### config.mk
export PLATFORM = sky130hd
export DESIGN_NAME = fht_input_loader
export DESIGN_NICKNAME = d
export VERILOG_FILES = /design/src/rtl/fht_input_loader.sv
export SDC_FILE = /design/constraint.sdc
export NUM_CORES = 1
export LEC_CHECK = 0
export ABC_AREA = 1
export BUFFER_PORTS_ARGS = -buffer_cell sky130_fd_sc_hd__buf_2
export CORE_AREA = 2 2 88 56
export CTS_CLUSTER_DIAMETER = 120
export DETAILED_ROUTE_END_ITERATION = 6
export DIE_AREA = 0 0 90 58
export PLACE_DENSITY = 0.82
export REMOVE_ABC_BUFFERS = 1
export SLEW_MARGIN = 25
export SYNTH_ARGS = -nofsm -noshare
export SYNTH_HDL_FRONTEND = slang
export SYNTH_SLANG_ARGS = --single-unit
### constraint.sdc
create_clock -name iCLK -period 3 [get_ports iCLK]
set_input_delay 0.45 -clock iCLK [delete_from_list [all_inputs] [get_ports iCLK]]
set_output_delay 0.45 -clock iCLK [all_outputs]
set_load 0.01 [all_outputs]
### src/rtl/fht_input_loader.sv
// fht_input_loader: streams signed ADC samples into the 4-bank FHT core
// write port, pulses the core start once a full frame is loaded, then waits
// for the core ready to fall and rise again before opening the next frame.
// Build option FHT_LOADER_BITREV_EN: samples are written in bit-reversed
// index order (core sees bit-reversed input); undefined gives natural order.
module fht_input_loader #(
  parameter int unsigned DW    = 16,
  parameter int unsigned N_BIT = 10,
  parameter int unsigned A_BIT = 8
) (
  input  logic                 iCLK,
  input  logic                 iRESET,
  input  logic                 iVALID,
  input  logic signed [DW-1:0] iDATA,
  output logic                 oREADY,
  input  logic                 iABORT,
  input  logic                 iFHT_RDY,
  output logic signed [DW-1:0] oDATA,
  output logic [A_BIT-1:0]     oADDR_WR,
  output logic                 oWE_0,
  output logic                 oWE_1,
  output logic                 oWE_2,
  output logic                 oWE_3,
  output logic                 oSTART,
  output logic                 oBUSY,
  output logic                 oFRAME_DONE,
  output logic [7:0]           oFRAME_CNT
);

  localparam int unsigned NB = 4;
  localparam int unsigned BW = 2;
  localparam int unsigned CW = 8;

  typedef enum logic [2:0] {
    S_IDLE    = 3'd0,
    S_LOAD    = 3'd1,
    S_START   = 3'd2,
    S_WAIT_LO = 3'd3,
    S_WAIT_HI = 3'd4
  } state_t;

  state_t           state_q, state_d;
  logic [N_BIT-1:0] cnt_q, cnt_d;
  logic [DW-1:0]    data_q, data_d;
  logic [A_BIT-1:0] addr_q, addr_d;
  logic [NB-1:0]    we_q, we_d;
  logic             start_q, start_d;
  logic             ready_q, ready_d;
  logic             busy_q, busy_d;
  logic             done_q, done_d;
  logic [CW-1:0]    fcnt_q, fcnt_d;

  logic             accept;
  logic [N_BIT-1:0] idx;
  logic [BW-1:0]    bank;

`ifdef FHT_LOADER_BITREV_EN
  // Reverse the sample counter so the core receives bit-reversed order.
  function automatic logic [N_BIT-1:0] bit_rev(input logic [N_BIT-1:0] v);
    logic [N_BIT-1:0] r;
    r = '0;
    for (int unsigned i = 0; i < N_BIT; i++) begin
      r[i] = v[N_BIT-1-i];
    end
    return r;
  endfunction

  assign idx = bit_rev(cnt_q);
`else
  assign idx = cnt_q;
`endif

  // Top two index bits pick the bank, the rest is the in-bank address.
  assign bank   = idx[N_BIT-1 -: BW];
  assign accept = iVALID & ready_q;

  // Next-state and next-output computation; abort overrides everything.
  always_comb begin
    state_d = state_q;
    cnt_d   = cnt_q;
    data_d  = data_q;
    addr_d  = addr_q;
    we_d    = '0;
    start_d = 1'b0;
    done_d  = 1'b0;
    fcnt_d  = fcnt_q;

    case (state_q)
      S_IDLE: begin
        if (iFHT_RDY) begin
          state_d = S_LOAD;
        end
      end
      S_LOAD: begin
        if (accept) begin
          we_d   = NB'(1) << bank;
          addr_d = idx[A_BIT-1:0];
          data_d = iDATA;
          cnt_d  = cnt_q + N_BIT'(1);
          if (cnt_q == '1) begin
            state_d = S_START;
          end
        end
      end
      S_START: begin
        start_d = 1'b1;
        state_d = S_WAIT_LO;
      end
      S_WAIT_LO: begin
        if (!iFHT_RDY) begin
          state_d = S_WAIT_HI;
        end
      end
      S_WAIT_HI: begin
        if (iFHT_RDY) begin
          done_d  = 1'b1;
          fcnt_d  = fcnt_q + CW'(1);
          state_d = S_LOAD;
        end
      end
      default: begin
        state_d = S_IDLE;
      end
    endcase

    if (iABORT) begin
      state_d = S_IDLE;
      cnt_d   = '0;
      data_d  = data_q;
      addr_d  = addr_q;
      we_d    = '0;
      start_d = 1'b0;
      done_d  = 1'b0;
      fcnt_d  = fcnt_q;
    end

    // Decoded from the next state so the flops track the state exactly.
    ready_d = (state_d == S_LOAD);
    busy_d  = (state_d != S_IDLE);
  end

  // State and output registers with asynchronous active-low reset.
  always_ff @(posedge iCLK or negedge iRESET) begin
    if (!iRESET) begin
      state_q <= S_IDLE;
      cnt_q   <= '0;
      data_q  <= '0;
      addr_q  <= '0;
      we_q    <= '0;
      start_q <= 1'b0;
      ready_q <= 1'b0;
      busy_q  <= 1'b0;
      done_q  <= 1'b0;
      fcnt_q  <= '0;
    end else begin
      state_q <= state_d;
      cnt_q   <= cnt_d;
      data_q  <= data_d;
      addr_q  <= addr_d;
      we_q    <= we_d;
      start_q <= start_d;
      ready_q <= ready_d;
      busy_q  <= busy_d;
      done_q  <= done_d;
      fcnt_q  <= fcnt_d;
    end
  end

  assign oREADY      = ready_q;
  assign oDATA       = data_q;
  assign oADDR_WR    = addr_q;
  assign oWE_0       = we_q[0];
  assign oWE_1       = we_q[1];
  assign oWE_2       = we_q[2];
  assign oWE_3       = we_q[3];
  assign oSTART      = start_q;
  assign oBUSY       = busy_q;
  assign oFRAME_DONE = done_q;
  assign oFRAME_CNT  = fcnt_q;

endmodule
==> impl_metrics.csv <==
group,metric,value,unit
sta,worstMarginPinSlew,0.613,ns
placement,io_buffers,60,
placement,gp_congestion,0.906,
clocking,cts.htree.levels,2,
floorplan,rows,19,
cells_and_area,instances_no_fill,407,
cells_and_area,drive_above_1_share,0.238,
pwr,vdd_ir_drop_max,0.000201,V
cells_and_area,seq_area,1330,um^2
clocking,root_buffer,"clkbuf_8",
setup_path,crit_type,"reg2reg",
global_routing,grt_use_met2,0.280,
clocking,cts_tree,"yes",
synth,synth_cells,282,
synth,ys_types,27,
placement,hpwl,3.53,mm
sta,fin_ws,1.27,ns
clocking,cts-resized-gates,0,
floorplan,dieArea,5220,um^2
sta,drv_slew,0,
clocking,path_clk_slew,0.10,ns
sta,min_period,1.73,ns
pwr,finalPower,1.43,mW
clocking,clk_latency,0.31,ns
global_routing,grt_pass1_wl,8.38,mm
setup_path,critical_path_required,3.20,ns
sta,rsz0062_at_grt,"no",
pwr,power_density,506,nW/um^2
sta,fmax,0.577,GHz
cells_and_area,multi_input_area,897,um^2
setup_path,crit_fanout,33,
clocking,cts_max_path_buffers,2,
global_routing,grt_start_max_net_pins,34,
placement,placed_cells,399,
global_routing,met1_usage,0.311,
global_routing,met3_usage,0.0598,
setup_path,cp-end-kind,"flip-flop",
sta,setup_viol,0,
routing,drt_iter0_drc,198,
flow_run,drv_cap,0,
floorplan,die_y,58,um
global_routing,grt-ovfl-total,0,
cells_and_area,nFillCells,397,
routing,vias,1983,
setup_path,cp.arrival,1.93,ns
cells_and_area,area_growth_syn_to_layout,17.5,%
cells_and_area,antenna_cells,0,
routing,routed_wl,4.99,mm
routing,postRouteAntennaNets,0,
routing,drt_pass1_iterations,4,
setup_path,worst_setup_path_start_kind,"flip-flop",
sta,finalHoldViolCount,0,
status,status,"completed",
sta,finalSetupTns,0,ns
sta,finClkSkew,0.00541,ns
synth,ys_seq_area_frac,0.552,
global_routing,top_usage_layer,"met1",
global_routing,antenna_found_initial,0,
clocking,post_cts_buffers,0,
global_routing,grt.total_usage,0.206,
floorplan,core_area,4420,um^2
floorplan,start_util,0.543,
global_routing,grt_pass1_vias,1783,
pwr,p_leak,1.64,nW
clocking,cts_made_buffers,5,
synth,yosysWarnings,0,
cells_and_area,final_nets,366,
floorplan,dieWidth,90,um
clocking,cts.sinks,53,
synth,netlist_area,2400,um^2
routing,viasPerCell,4.87,
synth,avgSynthCellArea,8.51,um^2
clocking,cts_hold_buf,0,
worst_hold_path,hp-class,"in2async",
cells_and_area,final_util,0.638,
synth,synth-seq-cells,53,
sta,finalCritPeriodShare,0.578,
placement,preCtsSetupSlack,1.01,ns
sta,max_slew_margin,0.591,
routing,wl_per_cell,12.3,um
floorplan,io_pins,61,
routing,drc,0,
-- worst max-delay path: stages, from the launching register on --
cell	delay, ns
dfrtp_1	0.43
inv_1	0.10
nand3_4	0.10
nor2_8	0.06
nand2_4	0.29
clkinv_2	0.37
nand3_1	0.15
o21ai_0	0.10
-- stage by stage --
stage          hold WS, ns  area, um^2
6_report             0.136        2820
5_1_grt              0.169        2820
4_1_cts              0.156        2820
3_5_place_dp         0.464        2730
3_3_place_gp         0.459        2730
2_1_floorplan        0.154        2340
-- cell usage after synthesis --
cell,n,share of area
clkinv_2,1,0.0021
xor2_1,2,0.0073
a21oi_1,3,0.0063
nor2_2,1,0.0026
nand4_1,4,0.010
nor2_8,1,0.0083
nand3_4,1,0.0073
buf_2,3,0.0063
ha_1,2,0.010
o21ai_0,7,0.015
o21ai_2,6,0.022
inv_1,31,0.048
dfrtp_1,53,0.55
nor4_1,1,0.0026
nor2_1,19,0.030
nand2_2,1,0.0026
nand3_1,14,0.029
o21ai_1,2,0.0042
nor3_1,4,0.0083
nand2_4,1,0.0047
buf_6,3,0.014
o22ai_1,1,0.0026
nand2_1,115,0.18
nor3_4,1,0.0068
buf_4,1,0.0031
xnor2_1,3,0.011
nand3b_1,1,0.0031
-- cell type report --
cell class	instances	area share
tap	63	0.0279
clock buffer	5	0.0244
timing repair buffer	61	0.109
inverter	32	0.0430
clock inverter	3	0.00754
multi-input combinational	190	0.318
sequential	53	0.470
-- cell families (layout without fill, tap and decap cells) --
kind of cell / Yosys count / count (layout) / share of synthesized area
fa+ha+maj: 2 / 2 / 0.0104
buf+inv: 39 / 101 / 0.0740
compound gates: 19 / 19 / 0.0495
xor+xnor: 5 / 5 / 0.0182
simple gates: 164 / 164 / 0.295
flops: 53 / 53 / 0.552
-- cell usage in the layout, fill, tap and decap left out, drive strengths merged --
cell type  netlist  routed
nand2          117     117
buf              7      61
dfrtp           53      53
inv             31      32
nor2            21      21
nand3           15      15
o21ai           15      15
clkbuf           0       5
nor3             5       5
nand4            4       4
a21oi            3       3
xnor2            3       3
clkinv           1       2
xor2             2       2
ha               2       2
nor4             1       1
o22ai            1       1
nand3b           1       1
clkinvlp         0       1
-- registers in the layout, summed over array words and instances, names as in the netlist --
name and flops:
cnt_q 10, oADDR_WR 8, oBUSY 1, oDATA 16, oFRAME_CNT 8, oFRAME_DONE 1, oREADY 1, oSTART 1
state_q 3, we_q 4
-- metal layers --
layer  wire length [um]  up-vias  share of wire
met3                367        5          0.074
met4                 59        0          0.012
li1                   -      992              -
met5                  0        -              0
met1               2510      920           0.50
met2               2050       66           0.41
-- final timing paths --
path                          endpoint  depth (start not counted)   startpoint  slack [ns]
max reg2reg                   cnt_q[4]                          7   state_q[1]        1.27
min in group iCLK             oDATA[0]                          3     iDATA[0]        0.32
max in group asynchronous      we_q[3]                          2       iRESET        2.11
min reg2reg                oADDR_WR[7]                          2  oADDR_WR[7]        0.49
max                           cnt_q[4]                          7   state_q[1]        1.27
min                        oADDR_WR[2]                          1       iRESET        0.14
-- power breakdown --
group          total, mW  switching, mW  internal, mW  leakage [nW]
combinational      0.204          0.120        0.0844         0.893
clock              0.410          0.244         0.166        0.0445
sequential         0.814         0.0369         0.777         0.707
total               1.43          0.401          1.03          1.64
Note: power is estimated with default switching activity, not from simulation.
